<file path="src/rtl/dac_load_router.sv">
// rtl/dac_load_router.sv - routes one PS DMA stream to the waveform-load port of one of NUM_CH DAC drivers
module dac_load_router #(
    parameter int NUM_CH = 16,
    parameter int DATA_W = 256,
    parameter int LEN_W  = 16
) (
    input  logic              clk,
    input  logic              rst,
    input  logic [DATA_W-1:0] s_axis_tdata,
    input  logic              s_axis_tvalid,
    output logic              s_axis_tready,
    output logic [DATA_W-1:0] m_axis_tdata,
    output logic [NUM_CH-1:0] m_axis_tvalid,
    input  logic [NUM_CH-1:0] m_axis_tready,
    output logic [NUM_CH-1:0] select_out,
    output logic              busy,
    output logic              done,
    output logic              err
);

    localparam int CH_W = (NUM_CH > 1) ? $clog2(NUM_CH) : 1;

    typedef enum logic [1:0] {IDLE, PAYLOAD, FLUSH, DRAIN} state_t;

    state_t            state, state_next;
    logic              run;
    logic [LEN_W-1:0]  count;
    logic [CH_W-1:0]   ch;
    logic              out_valid;
    logic [DATA_W-1:0] out_data;

    logic [7:0]        hdr_ch;
    logic [LEN_W-1:0]  hdr_len;
    logic              hdr_bad;
    logic [NUM_CH-1:0] ch_onehot;
    logic              ch_ready;
    logic              out_fire;
    logic              in_fire;
    logic              ready;
    logic              load;
    logic              done_next;
    logic              err_next;

    assign hdr_ch    = s_axis_tdata[7:0];
    assign hdr_len   = s_axis_tdata[16+LEN_W-1:16];
    assign hdr_bad   = 32'(hdr_ch) >= NUM_CH;
    assign ch_onehot = NUM_CH'(1) << ch;
    assign ch_ready  = m_axis_tready[ch];
    assign out_fire  = out_valid && ch_ready;

    // run holds ready low for the first edge after reset release
    assign s_axis_tready = ready && run;
    assign in_fire       = s_axis_tvalid && s_axis_tready;

    assign m_axis_tdata  = out_data;
    assign m_axis_tvalid = out_valid ? ch_onehot : '0;
    assign select_out    = (state == PAYLOAD || state == FLUSH) ? ch_onehot : '0;
    assign busy          = (state != IDLE);

    always_ff @(posedge clk or negedge rst) begin
        if (!rst) begin
            state <= IDLE;
        end else begin
            state <= state_next;
        end
    end

    always_comb begin
        state_next = state;
        ready      = 1'b0;
        load       = 1'b0;
        done_next  = 1'b0;
        err_next   = 1'b0;
        case (state)
            IDLE: begin
                ready = 1'b1;
                if (s_axis_tvalid && run) begin
                    if (hdr_len == '0) begin
                        done_next = 1'b1;
                    end else if (hdr_bad) begin
                        err_next   = 1'b1;
                        state_next = DRAIN;
                    end else begin
                        state_next = PAYLOAD;
                    end
                end
            end
            PAYLOAD: begin
                ready = !out_valid || ch_ready;
                if (s_axis_tvalid && run && ready) begin
                    load = 1'b1;
                    if (count == LEN_W'(1)) begin
                        state_next = FLUSH;
                    end
                end
            end
            FLUSH: begin
                if (!out_valid || ch_ready) begin
                    state_next = IDLE;
                    done_next  = 1'b1;
                end
            end
            DRAIN: begin
                ready = 1'b1;
                if (s_axis_tvalid && run && count == LEN_W'(1)) begin
                    state_next = IDLE;
                    done_next  = 1'b1;
                end
            end
            default: state_next = IDLE;
        endcase
    end

    always_ff @(posedge clk or negedge rst) begin
        if (!rst) begin
            run       <= 1'b0;
            count     <= '0;
            ch        <= '0;
            out_valid <= 1'b0;
            out_data  <= '0;
            done      <= 1'b0;
            err       <= 1'b0;
        end else begin
            run  <= 1'b1;
            done <= done_next;
            err  <= err_next;
            if (state == IDLE && in_fire) begin
                ch    <= hdr_ch[CH_W-1:0];
                count <= hdr_len;
            end else if ((state == PAYLOAD || state == DRAIN) && in_fire) begin
                count <= count - LEN_W'(1);
            end
            // simultaneous load and unload keeps valid high for 1 beat/cycle
            if (load) begin
                out_valid <= 1'b1;
                out_data  <= s_axis_tdata;
            end else if (out_fire) begin
                out_valid <= 1'b0;
            end
        end
    end

endmodule

</file>
<file path="config.mk">
export PLATFORM = sky130hd
export DESIGN_NAME = dac_load_router
export DESIGN_NICKNAME = d
export VERILOG_FILES = /design/src/rtl/dac_load_router.sv
export SDC_FILE = /design/constraint.sdc
export NUM_CORES = 1
export LEC_CHECK = 0
export BUFFER_PORTS_ARGS = -buffer_cell sky130_fd_sc_hd__buf_4
export CORE_AREA = 2 2 218 220
export CTS_CLUSTER_SIZE = 40
export DETAILED_ROUTE_END_ITERATION = 10
export DIE_AREA = 0 0 220 222
export SKIP_LAST_GASP = 1
export SLEW_MARGIN = 5
export SYNTH_ARGS = -nofsm -noshare
export SYNTH_HDL_FRONTEND = slang
export SYNTH_SLANG_ARGS = --single-unit
</file>
<file path="constraint.sdc">
create_clock -name clk -period 6.45 [get_ports clk]
set_input_delay 0.3225 -clock clk [delete_from_list [all_inputs] [get_ports clk]]
set_output_delay 0.3225 -clock clk [all_outputs]
set_load 0.02 [all_outputs]
</file>
==> results.md <==
* Unrepaired setup endpoints after global routing: no
* Pwr/cell area at 483 nW/um^2
* Synth Instances at 773
* DR iter-0 viols at 367
* Max-cap violations at 0
* Syn. warnings at 0
* Reg-to-Reg Start: ch[1]
* Global-route wire length before repair at 56600 um
* Top_reg_cell synth: dfrtp_1
* Worst-path cell chain: mux2i_1, mux4_2, a211oi_4, buf_4, buf_4, mux2_2
* Leading area contributor after synthesis: dfrtp_1
* Clk_lat worst skew at 0.53 ns
* I/O pin count at 567
* Port bufs at 566
* Worst hold path depth at 2
* P_leak at 0.00895 uW
* Count leader, synth: dfrtp_1
* Overall Global Routing Usage at 14.8%
* CP startpoint kind: flip-flop
* Post-Syn Area per Cell at 14.7 sq um
* Wire per inst at 17.1 um
* Synth Cell Area at 11400 sq um
* Syn nets at 1054
* CP endpoint kind: flip-flop
* Placed cell count at 1914
* R2R setup slack at 2.82 ns
* Mux cell area share after synthesis at 26.8%
* Grt ovf at 0
* Count of different cell masters after synthesis at 43
* Register bit total from synthesis at 282
* Vias per Instance at 4.29
* Worst path slowest cell: buf_4
* Pin count of the biggest net entering global routing at 145
* Clock sinks at 282
* Final setup viols at 0
* Rel. slew slack at 23.9%
* Detailed Route WL at 36800 um
* Final ANT Viol Nets at 0
* CP peak stage delay at 0.73 ns
* Vias post-DR at 9249
* Drt first pass iters at 5
* Final period util at 56.3%
* CTS tree: built
* Xor/xnor share of the synthesized area at 0.925%
* Area share of the largest cell type after synthesis at 62.1%
* Area Overhead vs Synth at 69.5%
* Final hold violations at 0
* Max Freq at 0.275 GHz
* Worst Slack Setup Final at 2.82 ns
* Antenna violations before repair at 0
* Share of cells above drive strength 1 at 57.6%
* Die area at 48800 sq um
* Outcome: complete, no violations
* Clock transition at the registers of the reported paths at 0.06 ns
* H-tree levels at 2
* Setup TNS at 0 ns
* Starting density of the core at 24.6%
* Inserted Diodes at 0
* Async set-reset flop share out of synthesis at 100%
* Kind of critical path: reg -> reg
* Finished Layout Cells at 2156
* Most instantiated cells after synthesis: 282 x dfrtp_1, 261 x mux2_2, 56 x nor2_1
* Num rows at 79
* Placeable Area at 46300 sq um
* Pre-CTS setup slack at 2.85 ns
* EDFF count, synth at 0
* Root Driver: clkbuf_16
* Die H at 222 um
* Clock period minus worst slack at 3.63 ns
* Cts bufs inserted at 35
* Worst clock skew at 0.0163 ns
* R2R depth at 6
* CTS Buffer Depth at 3
* Worst r2r dst: m_axis_tdata[114]
* Crit path max fanout at 75
* Worst min-delay path class: in -> reg
* Final Cell Area at 19200 sq um
* Detail Placement HPWL at 26300 um
* Critical Path Start: ch[1]
* Most used cell along the critical path: buf_4
* Vias in the first global route at 9973
* Synth Area in Simple Gates at 4.78%
* Synth area leaders: dfrtp_1 62%, mux2_2 26%, nor2_1 1.9%
* FILL cells at 4326
* Sequential cell area fraction in the yosys report at 62.1%
* Die Wd at 220 um
* CP required at 6.85 ns
* DRC Markers at 0
* # Post-CTS Setup Buffers at 0
* WP data arrival at 4.03 ns
* Post-Synth Adder-Cell Area at 0.661%
* Largest family of logic cells by synthesized area: multiplexers
* Peak supply drop at 0.000270 V
* GPL Wtd Cong at 0.812
* Post-route core utilization at 41.6%
* DP Area at 16200 sq um
* CP endpoint: m_axis_tdata[114]
* Worst Tran Pin Value at 1.13 ns
* Net count, final at 1809
* Final Slew Violations at 0
* Compound-Gate Fraction of Synth Area at 2.60%
==> sequential cells by signal, summed over array words and instances (netlist names) <==
name,count
ch,4
out_valid,1
m_axis_tdata,256
state,2
run,1
done,1
err,1
count,16
==> where the power goes <==
group | leakage [uW] | switching [uW] | total [uW] | internal [uW]
logic | 0.00497 | 2100 | 4120 | 2020
clock network | 0.000573 | 744 | 2000 | 1250
registers | 0.00340 | 528 | 3180 | 2650
total | 0.00895 | 3370 | 9290 | 5920
==> timing repair <==
| item | CTS | global route |
|---|---|---|
| hold buffers | 182 | 2 |
| gates resized for setup | 0 | 0 |
| endpoints found under the hold margin | 246 | 2 |
| endpoints found under the setup margin | 0 | 0 |
==> per-stage QoR <==
stage / hold WS, ns / total power [uW]
2_1_floorplan: 0.0269 / 5340
3_3_place_gp: 0.324 / 7190
3_5_place_dp: 0.325 / 7260
4_1_cts: 0.000188 / 9420
5_1_grt: 0.00671 / 9800
6_report: 0.0358 / 9290
==> critical path, delay by kind of cell, from the launching register on <==
kind | cells | cell delay [ns]
compound gates | 1 | 0.32
buf+inv | 2 | 1.38
flops | 1 | 0.58
mux | 3 | 1.09
==> routing by layer <==
| metal | global-route usage (%) | wire (um) | vias up |
|---|---|---|---|
| met3 | 4.38 | 2700 | 62 |
| met5 | 0 | 0 | - |
| met2 | 26.6 | 19400 | 331 |
| met4 | 5.24 | 1050 | 0 |
| met1 | 16.5 | 13600 | 4608 |
| li1 | - | - | 4248 |
==> cell type report <==
| type | count | area (sq um) | area share, % |
|---|---|---|---|
| Sequential cell | 282 | 7060 | 36.7 |
| Clock inverter | 5 | 100 | 0.520 |
| Multi-Input combinational cell | 446 | 4070 | 21.1 |
| Inverter | 6 | 22.5 | 0.117 |
| Clock buffer | 53 | 1070 | 5.54 |
| Timing Repair Buffer | 757 | 6180 | 32.1 |
| Tap cell | 607 | 759 | 3.95 |
==> worst min path at each step <==
| stage | startpoint | to | slack, ns |
|---|---|---|---|
| finish | s_axis_tdata[144] | m_axis_tdata[144] | 0.04 |
| floorplan | rst | ch[0] | 0.03 |
| global route | s_axis_tdata[144] | m_axis_tdata[144] | 0.007 |
| detailed placement | rst | m_axis_tdata[172] | 0.33 |
| global placement | rst | m_axis_tdata[195] | 0.32 |
| CTS | s_axis_tdata[220] | m_axis_tdata[220] | 0.0002 |
==> kinds of logic after synthesis <==
| logic type | after synthesis |
|---|---|
| AO/OA/AOI/OAI | 45 |
| XOR/XNOR | 12 |
| adder cells (fa/ha/maj) | 6 |
| buffers and inverters | 45 |
| flip-flops | 282 |
| multiplexers | 268 |
| other | 1 |
| AND/OR/NAND/NOR | 114 |
==> cells in the final DEF (no fill, tap or decap), types with 5 or more instances in the layout <==
master         Yosys  final
clkbuf_1           9      8
nand2_1           10     10
nor4_1            11     11
xor2_1            11     11
ha_1               6      6
clkbuf_8           0      8
nand2b_1           7      7
o21ai_0           11     11
dfrtp_1          282    282
buf_4             11    570
inv_1              5      5
mux2_2           261    261
nor2_1            56     56
nand3_1            6      6
dlygate4sd3_1      0    184
nor3_1            10     10
clkbuf_16          0     37
a21oi_1           14     14
Note: power is estimated with default switching activity, not from simulation.
